==> config.mk <==
export PLATFORM = sky130hd
export DESIGN_NAME = muldiv_sequencer
export DESIGN_NICKNAME = d
export VERILOG_FILES = /design/src/rtl/muldiv_pkg.sv /design/src/rtl/muldiv_step.sv /design/src/rtl/muldiv_sequencer.sv
export SDC_FILE = /design/constraint.sdc
export NUM_CORES = 1
export LEC_CHECK = 0
export CAP_MARGIN = 20
export CORE_MARGIN = 4
export CORE_UTILIZATION = 30
export CTS_CLUSTER_SIZE = 16
export DETAILED_ROUTE_END_ITERATION = 10
export GPL_ROUTABILITY_DRIVEN = 1
export MAX_ROUTING_LAYER = met4
export SLEW_MARGIN = 0
export SYNTH_ARGS = -nofsm -noshare
export SYNTH_HDL_FRONTEND = slang
export SYNTH_HIERARCHICAL = 1
export SYNTH_SLANG_ARGS = --single-unit
==> constraint.sdc <==
create_clock -name Clk -period 6.94 [get_ports Clk]
set_input_delay 1.388 -clock Clk [delete_from_list [all_inputs] [get_ports Clk]]
set_output_delay 1.388 -clock Clk [all_outputs]
set_load 0.02 [all_outputs]
==> src/rtl/muldiv_pkg.sv <==
// Shared encodings for the iterative multiply/divide unit.
// Op codes follow the Execute-stage muldiv field.
package muldiv_pkg;

    typedef enum logic [1:0] {
        OP_MULT  = 2'b00,
        OP_MULTU = 2'b01,
        OP_DIV   = 2'b10,
        OP_DIVU  = 2'b11
    } op_e;

    typedef enum logic [1:0] {
        S_IDLE = 2'b00,
        S_PREP = 2'b01,
        S_RUN  = 2'b10,
        S_FIX  = 2'b11
    } state_e;

    localparam logic [31:0] DIV0_LO = 32'hFFFF_FFFF;

endpackage

==> src/rtl/muldiv_step.sv <==
// One radix-2 iteration: shift-add multiply or restoring divide.
// Operates on magnitudes; sign handling lives in the sequencer.
module muldiv_step #(
    parameter int WIDTH = 32
) (
    input  logic             div_i,
    input  logic [WIDTH-1:0] acc_i,
    input  logic [WIDTH-1:0] q_i,
    input  logic [WIDTH-1:0] d_i,
    output logic [WIDTH-1:0] acc_o,
    output logic [WIDTH-1:0] q_o
);

    logic [WIDTH:0]   sum;
    logic [WIDTH:0]   rem_sh;
    logic [WIDTH-1:0] diff;
    logic             ge;

    always_comb begin
        sum    = {1'b0, acc_i} + {1'b0, d_i};
        rem_sh = {acc_i, q_i[WIDTH-1]};
        ge     = (rem_sh >= {1'b0, d_i});
        // when ge holds the true difference is below d, so WIDTH bits suffice
        diff   = rem_sh[WIDTH-1:0] - d_i;
        acc_o  = '0;
        q_o    = '0;
        if (div_i) begin
            acc_o = ge ? diff : rem_sh[WIDTH-1:0];
            q_o   = {q_i[WIDTH-2:0], ge};
        end else if (q_i[0]) begin
            acc_o = sum[WIDTH:1];
            q_o   = {sum[0], q_i[WIDTH-1:1]};
        end else begin
            acc_o = {1'b0, acc_i[WIDTH-1:1]};
            q_o   = {acc_i[0], q_i[WIDTH-1:1]};
        end
    end

endmodule

==> src/rtl/muldiv_sequencer.sv <==
// Iterative MULT/MULTU/DIV/DIVU engine owning the HI/LO registers.
// IDLE -> PREP -> RUN (WIDTH steps) -> FIX -> IDLE.
module muldiv_sequencer
    import muldiv_pkg::*;
#(
    parameter int WIDTH = 32,
    parameter int CNT_W = $clog2(WIDTH)
) (
    input  logic             Clk,
    input  logic             Reset,
    input  logic             Start,
    input  logic [1:0]       Op,
    input  logic [WIDTH-1:0] OperandA,
    input  logic [WIDTH-1:0] OperandB,
    input  logic             Flush,
    input  logic             WriteHi,
    input  logic             WriteLo,
    input  logic [WIDTH-1:0] WriteData,
    output logic             Busy,
    output logic             Done,
    output logic [WIDTH-1:0] Hi,
    output logic [WIDTH-1:0] Lo
);

    state_e             state_q;
    op_e                op_q;
    logic [WIDTH-1:0]   a_q;
    logic [WIDTH-1:0]   d_q;
    logic [WIDTH-1:0]   acc_q;
    logic [WIDTH-1:0]   q_q;
    logic [CNT_W-1:0]   cnt_q;
    logic               neg_res_q;
    logic               neg_rem_q;
    logic [WIDTH-1:0]   hi_q;
    logic [WIDTH-1:0]   lo_q;
    logic               done_q;
    logic [WIDTH-1:0]   acc_d;
    logic [WIDTH-1:0]   q_d;
    logic               is_div;
    logic               is_signed;
    logic [2*WIDTH-1:0] prod;

    function automatic logic [WIDTH-1:0] mag(
        input logic [WIDTH-1:0] x,
        input logic             sgn
    );
        return (sgn && x[WIDTH-1]) ? -x : x;
    endfunction

    assign is_div    = (op_q == OP_DIV) || (op_q == OP_DIVU);
    assign is_signed = (op_q == OP_DIV) || (op_q == OP_MULT);
    assign prod      = {acc_q, q_q};

    muldiv_step #(.WIDTH(WIDTH)) u_step (
        .div_i (is_div),
        .acc_i (acc_q),
        .q_i   (q_q),
        .d_i   (d_q),
        .acc_o (acc_d),
        .q_o   (q_d)
    );

    always_ff @(posedge Clk or negedge Reset) begin
        if (!Reset) begin
            state_q   <= S_IDLE;
            op_q      <= OP_MULT;
            a_q       <= '0;
            d_q       <= '0;
            acc_q     <= '0;
            q_q       <= '0;
            cnt_q     <= '0;
            neg_res_q <= 1'b0;
            neg_rem_q <= 1'b0;
            hi_q      <= '0;
            lo_q      <= '0;
            done_q    <= 1'b0;
        end else begin
            done_q <= 1'b0;
            if (Flush && state_q != S_IDLE) begin
                state_q <= S_IDLE;
            end else begin
                unique case (state_q)
                    S_IDLE: begin
                        if (Start && !Flush) begin
                            op_q    <= op_e'(Op);
                            a_q     <= OperandA;
                            d_q     <= OperandB;
                            state_q <= S_PREP;
                        end else if (!Start) begin
                            if (WriteHi) hi_q <= WriteData;
                            if (WriteLo) lo_q <= WriteData;
                        end
                    end
                    S_PREP: begin
                        q_q       <= mag(a_q, is_signed);
                        d_q       <= mag(d_q, is_signed);
                        acc_q     <= '0;
                        cnt_q     <= '0;
                        neg_res_q <= is_signed & (a_q[WIDTH-1] ^ d_q[WIDTH-1]);
                        neg_rem_q <= is_signed & is_div & a_q[WIDTH-1];
                        state_q   <= S_RUN;
                    end
                    S_RUN: begin
                        acc_q <= acc_d;
                        q_q   <= q_d;
                        cnt_q <= cnt_q + CNT_W'(1);
                        if (cnt_q == CNT_W'(WIDTH - 1)) state_q <= S_FIX;
                    end
                    S_FIX: begin
                        state_q <= S_IDLE;
                        done_q  <= 1'b1;
                        if (!is_div) begin
                            {hi_q, lo_q} <= neg_res_q ? -prod : prod;
                        end else if (d_q == '0) begin
                            // divide by zero keeps the raw dividend in HI
                            lo_q <= WIDTH'(DIV0_LO);
                            hi_q <= a_q;
                        end else begin
                            lo_q <= neg_res_q ? -q_q : q_q;
                            hi_q <= neg_rem_q ? -acc_q : acc_q;
                        end
                    end
                    default: state_q <= S_IDLE;
                endcase
            end
        end
    end

    assign Busy = (state_q != S_IDLE);
    assign Done = done_q;
    assign Hi   = hi_q;
    assign Lo   = lo_q;

endmodule
=== Word-level counts from Yosys, hierarchy flattened ===
Index checks and enable logic that the tools add are counted.

* Logic and storage cells: 94
* Register bits after elaboration: 204
* Memories kept: 0
* Output and inout port bits: 66
* Memory bits (read-only): 0
* Latch bits: 0
* Input port bits: 104
* RAM bits: 0

* Equal/unequal tests: 14
* Bitwise gates (word level): 5
* Divide/modulo/power cells: 0
* Reductions and logical operators: 21
* $mul: 0
* Shift operators: 0
* Magnitude comparators: 1
* $add $sub $neg: 8
* Multiplexer cells: 33

{| class="wikitable"
|+ Operators with widths
! operator !! count
|-
| $mux W32 || 20
|-
| $pmux W32 S2 || 5
|-
| $neg A32 Y32 || 4
|-
| $mux W64 || 1
|-
| $neg A64 Y64 || 1
|-
| $add A32 B32 Y33 || 1
|-
| $ge A33 B32 Y1 || 1
|-
| $logic_not A32 Y1 || 1
|-
| $sub A32 B32 Y32 || 1
|-
| $ne A2 B2 Y1 const B || 6
|-
| $pmux W5 S2 || 1
|-
| $reduce_and A5 Y1 || 2
|-
| $eq A2 B2 Y1 const B || 4
|-
| $pmux W2 S4 || 1
|-
| $reduce_bool A2 Y1 || 4
|-
| $mux W2 || 3
|-
| $ne A3 B3 Y1 const B || 2
|-
| $reduce_and A2 Y1 || 3
|-
| $add A5 B1 Y5 const B || 1
|-
| $eq A5 B5 Y1 const B || 1
|-
| $logic_and A1 B1 Y1 || 4
|-
| $logic_not A2 Y1 || 2
|-
| $reduce_and A4 Y1 || 1
|-
| $and A1 B1 Y1 || 3
|-
| other kinds (7) || 9
|}

=== Logic depth before layout (Yosys ltp) ===
* Depth after elaboration: 5
* Mapped depth: 16

=== Cells and area by module ===
Netlist, hierarchy kept.

{| class="wikitable"
|+ By module, submodules not included
! module !! instances !! area each (µm²) !! sequential area each (µm²) !! cells an instance
|-
| muldiv_sequencer || 1 || 12,564.6 || 5,104.9 || 1,560
|-
| muldiv_step || 1 || 5,103.6 || 0.0 || 752
|}

=== Worst setup path after synthesis ===
No wires, ideal clock.

* Path type: flip-flop to flip-flop
* Start point: register q_q[31]
* End point: register acc_q[28]
* Period minus slack after synthesis: 3.059 ns
* Stages on the path, launching flop included: 16
* Data arrival time: 2.942 ns
* Path slack: 3.881 ns
* Path through: dfrtp_1 -> inv_1 -> ha_1 -> inv_1 -> fa_1 -> a21oi_1 -> o2111ai_1 -> a31o_2 -> a2111oi_2 -> o211ai_1 -> a311oi_1 -> a41oi_1 -> nor3_1 -> a211oi_2 -> nand3_1 -> nand2_1

* Cells in the longest elaborated chain, start to end: 4
* Elaborated cells between the ends (all ways): 5
* Classes of those cells: add/sub (1); order compare (1); mux (3)

{| class="wikitable"
|+ Ends and longest elaborated chain
! item !! RTL line !! text
|-
| from (decl) || muldiv_sequencer.sv:30 || <nowiki>logic [WIDTH-1:0] q_q;</nowiki>
|-
| from (signal assigned) || muldiv_sequencer.sv:95 || <nowiki>q_q <= mag(a_q, is_signed);</nowiki>
|-
| from (signal assigned) || muldiv_sequencer.sv:105 || <nowiki>q_q <= q_d;</nowiki>
|-
| $sub A32 B32 Y32 / $ge A33 B32 Y1 (equally long branches) || muldiv_step.sv:24, muldiv_step.sv:22 ||
|-
| $mux W32 * || muldiv_step.sv:28 || <nowiki>acc_o = ge ? diff : rem_sh[WIDTH-1:0];</nowiki>
|-
| $mux W32 * || muldiv_step.sv:27 || <nowiki>if (div_i) begin</nowiki>
|-
| named net acc_d[28] || muldiv_sequencer.sv:37 || <nowiki>logic [WIDTH-1:0] acc_d;</nowiki>
|-
| $pmux W32 S2 * || muldiv_sequencer.sv:82 || <nowiki>unique case (state_q)</nowiki>
|-
| to (signal assigned) || muldiv_sequencer.sv:69 || <nowiki>acc_q <= '0;</nowiki>
|-
| to (signal assigned) || muldiv_sequencer.sv:97 || <nowiki>acc_q <= '0;</nowiki>
|-
| to (signal assigned) || muldiv_sequencer.sv:104 || <nowiki>acc_q <= acc_d;</nowiki>
|-
| to (decl) || muldiv_sequencer.sv:29 || <nowiki>logic [WIDTH-1:0] acc_q;</nowiki>
|}

Mark *: on every way through the listed nets, which the timed path passes. The rest lies on a longest branch.
A chain may end at the register's enable or synchronous reset.

=== Final worst setup path ===
* Start point: register state_q[0]
* End point: register hi_q[30], in the netlist Hi[30]

* Cells in the longest elaborated chain, start to end: 4
* Elaborated cells between the ends (all ways): 11
* Classes of those cells: eq/ne (4); mux (1); bitwise (1); reduce/logical (5)

{| class="wikitable"
|+ Ends and longest elaborated chain
! item !! RTL line !! text
|-
| from (decl) || muldiv_sequencer.sv:25 || <nowiki>state_e state_q;</nowiki>
|-
| from (signal assigned) || muldiv_sequencer.sv:65 || <nowiki>state_q <= S_IDLE;</nowiki>
|-
| from (signal assigned) || muldiv_sequencer.sv:80 || <nowiki>state_q <= S_IDLE;</nowiki>
|-
| from (signal assigned) || muldiv_sequencer.sv:88 || <nowiki>state_q <= S_PREP;</nowiki>
|-
| branches (longest 4 deep; another with $reduce_and A5 Y1) || -- ||
|-
| to (signal assigned) || muldiv_sequencer.sv:90 || <nowiki>if (WriteHi) hi_q <= WriteData;</nowiki>
|-
| to (signal assigned) || muldiv_sequencer.sv:113 || <nowiki>{hi_q, lo_q} <= neg_res_q ? -prod : prod;</nowiki>
|-
| to (signal assigned) || muldiv_sequencer.sv:117 || <nowiki>hi_q <= a_q;</nowiki>
|-
| to (decl) || muldiv_sequencer.sv:34 || <nowiki>logic [WIDTH-1:0] hi_q;</nowiki>
|}

Parallel ways; which one is timed is not known.

==> key figures <==
Status
  • Status: completed

Routing
  • Wire length per cell: ~22 microns
  • WL final: slightly below 70000 microns
  • Initial detailed-routing violation count: about 1500
  • 1st-pass router iterations: 6
  • Antenna Nets Post-Route: 0
  • Via density: about 5.7
  • Via count: 17940
  • DRC Markers: 0

Finish
  • Final Non-Filler Cells: ~3200
  • Fin area: about 21000 sq um
  • Inserted Diodes: 0
  • Synth-to-layout area growth: 17.75%
  • Fin nets: 2560
  • Filler instances: 6088
  • Share of layout cells above drive strength 1: ~6.5%
  • Final core utilization: 35.85%

Pwr
  • Clock power share: 12.4%
  • Power share of the sequential group: 25.1%
  • Power share of the combinational group: about 63%
  • Leak pwr: about 8.8 nW
  • Net Sw Frac: between 50% and 60%
  • Pwr dens: ~560 nW/um^2
  • Sw Pwr: between 6 and 7 mW
  • Peak supply drop: 0.2601 mV
  • Internal power: ~5.4 mW

Worst setup path
  • Worst EP required: 7.40 ns
  • R2R Setup Slk: ~2.7 ns
  • CP Class: reg -> reg
  • Crit Path Max Fanout: 64
  • CP endpoint kind: flip-flop
  • Critical Path AT: ~4.7 ns
  • Worst setup SP type: flip-flop

Placement
  • Placed Cells: ~3100
  • Placed cell area: 19890 sq um
  • # port buffers: 169
  • Hpwl dp: approximately 51000 microns
  • Pre-CTS WS: around 2.7 ns
  • GP Congestion: 0.9894

Yosys
  • Syn Nets: approximately 2500
  • Synthesized area: ~18000 sq um
  • Synthesized area per cell: between 7 and 8 sq um
  • Post-Syn Instances: between 2000 and 2500
  • Largest cells by area after synthesis: dfrtp_1, nand2_1, xnor2_1
  • Yosys warns: 6
  • Synth top area share: between 20% and 30%
  • Sequential share of the synthesized area: between 20% and 30%
  • Area leader, netlist: dfrtp_1
  • Synthesized flop and latch total: approximately 200
  • FFs w/ async S/R, synth: 100.0%
  • EDFF count, synth: 0
  • Top_reg_cell synth: dfrtp_1
  • Unique cell type count in the Yosys netlist: around 90

Floorplan
  • Top Ports: 170
  • Initial core utilization: a little under a third
  • Core area: ~58000 sq um
  • Die X: 250.7 microns
  • Die Area: between 60000 and 70000 sq um
  • Die Y: ~250 microns
  • Rows: between 80 and 90

Flow run
  • Number of max-cap violations: 0

Global routing
  • Pin count of the biggest net entering global routing: 94
  • GR Util All Layers: 21.36%
  • Overflow after GRT: 0
  • Antenna violations before repair: 0
  • Vias in the first global route: roughly 17000
  • First-pass GRT wire length: ~100000 microns

Clock network
  • CTS Root Cell: clkbuf_16
  • Hold buffer count at cts: 0
  • Max H-tree Level: 1
  • TritonCTS buffer count: 27
  • CTS Buffer Depth: 3
  • # Post-CTS Setup Buffers: 0
  • Clock sinks: 204
  • Clk_lat worst skew: 0.59 ns
  • CTS clk-pin slew, worst paths: about 0.06 ns
  • Cts repair resizes: 0
  • CTS tree: built

STA
  • Max Clk Rate: between 200 and 250 MHz
  • RSZ-0062 raised after global routing: false
  • Minimum clock period: 4.203 ns
  • Slew Limit Headroom: around 28%
  • Hold Violations, Final: 0
  • Post-route setup slack: around 2.7 ns
  • Setup-failing EPs final: 0
  • Setup_tns: 0 ns
  • Final Skew: around 0.024 ns
  • Least-Margin Pin Slew: about 1.1 ns
  • Fin crit share: between 60% and 70%
  • Slew Viols, Final: 0

Worst hold path
  • Hold Path Class: reg -> reg
placed cells by master, fill, tap and decap left out, types with 7 or more instances in the layout:
master,count
clkbuf_1,7
a31oi_1,25
nand4_1,16
clkdlybuf4s50_1,168
or3_1,34
nand2_1,373
and3_1,19
nor3_1,37
dfrtp_1,201
o21ai_0,182
o22ai_1,69
mux2i_1,21
and2_1,11
clkbuf_16,27
o21ai_1,10
or4_1,23
nand3_1,73
o41ai_1,15
o31ai_1,44
xor2_1,54
nand2b_1,13
o21bai_1,7
a21o_1,35
or2_2,12
buf_4,21
a211oi_1,21
inv_1,68
clkbuf_8,7
mux2_2,38
a41oi_1,9
a21oi_1,183
o211ai_1,22
nor2b_1,24
ha_1,72
nor4_1,19
nor2_1,178
xnor2_1,124
sequential cells by signal, summed over array words and instances, names as in the netlist:
signal     count
Hi            32
Lo            32
a_q           32
acc_q         32
d_q           32
q_q           32
cnt_q          5
op_q           2
state_q        2
Done           1
neg_rem_q      1
neg_res_q      1
layer usage:
metal / up-vias / global-route usage (%) / routed length, microns
met5: - / - / 0
met4: 0 / 8.369 / 3223
met3: 109 / 2.336 / 4207
met2: 715 / 32.86 / 30620
met1: 8627 / 28.90 / 30430
li1: 8487 / - / -
stage by stage:
step / hold WS (ns) / power (mW)
5_1_grt: 0.4980 / 12.43
3_5_place_dp: 0.4678 / 10.02
2_1_floorplan: 0.4453 / 7.649
6_report: 0.4725 / 11.59
3_3_place_gp: 0.4596 / 9.916
4_1_cts: 0.4781 / 11.48
kinds of logic (layout without fill, tap and decap cells):
| logic type | after synthesis | count (layout) | share of synthesized area (%) |
|---|---|---|---|
| and+or+nand+nor | 859 | 859 | 22.45 |
| AOI/OAI and AO/OA | 710 | 710 | 25.60 |
| buffers and inverters | 225 | 313 | 5.092 |
| DFF | 204 | 204 | 28.89 |
| xor gates and xnor gates | 178 | 178 | 8.824 |
| adders and majority gates | 76 | 76 | 5.467 |
| muxes | 60 | 60 | 3.675 |
worst paths after layout:
| path | depth (start not counted) | from | to |
|---|---|---|---|
| max reg2reg | 10 | state_q[0]$_DFFE_PN0P_ | Hi[30]$_DFFE_PN0P_ |
| max in group asynchronous | 2 | Reset | Hi[10]$_DFFE_PN0P_ |
| min | 2 | cnt_q[4]$_DFFE_PN0P_ | cnt_q[4]$_DFFE_PN0P_ |
| min in group asynchronous | 1 | Reset | Lo[18]$_DFFE_PN0P_ |
| min reg2reg | 2 | cnt_q[4]$_DFFE_PN0P_ | cnt_q[4]$_DFFE_PN0P_ |
| max | 10 | state_q[0]$_DFFE_PN0P_ | Hi[30]$_DFFE_PN0P_ |
layout make-up:
cell class                      count  area, sq um  share of cell area, %
Clock buffer                       40        784.5                  3.771
Clock inverter                      9        97.59                 0.4691
Inverter                           72        270.3                  1.299
Multi-Input combinational cell   1883        11690                  56.20
Sequential cell                   204         5111                  24.57
Tap cell                          765        957.2                  4.601
Timing Repair Buffer              192         1892                  9.093
power groups by stage:
stage	clock network [mW]	registers, mW	logic, mW
floorplan	0	2.48	5.17
global placement	0	2.88	7.04
detailed placement	0	2.90	7.12
CTS	1.47	2.88	7.14
global route	1.51	2.97	7.94
finish	1.43	2.91	7.25
synthesized netlist by cell type (24+ instances only):
| cell type | n |
|---|---|
| a21o_1 | 35 |
| inv_1 | 68 |
| nand2_1 | 374 |
| o31ai_1 | 44 |
| o21ai_0 | 182 |
| dfrtp_1 | 204 |
| xor2_1 | 54 |
| nor3_1 | 37 |
| nand3_1 | 73 |
| mux2_2 | 38 |
| nor2_1 | 179 |
| a21oi_1 | 185 |
| or3_1 | 34 |
| xnor2_1 | 124 |
| o22ai_1 | 69 |
| nor2b_1 | 24 |
| clkbuf_1 | 132 |
| ha_1 | 74 |
| a31oi_1 | 25 |
critical path, stage by stage (launching register included):
cell	delay, ns
dfrtp_1	0.40
ha_2	0.19
buf_4	0.55
inv_1	0.53
nor3_1	0.69
a21oi_2	0.04
buf_4	0.26
nor2_1	0.84
o311ai_0	0.29
a21oi_1	0.18
a21oi_1	0.08
Note: power is estimated with default switching activity, not from simulation.
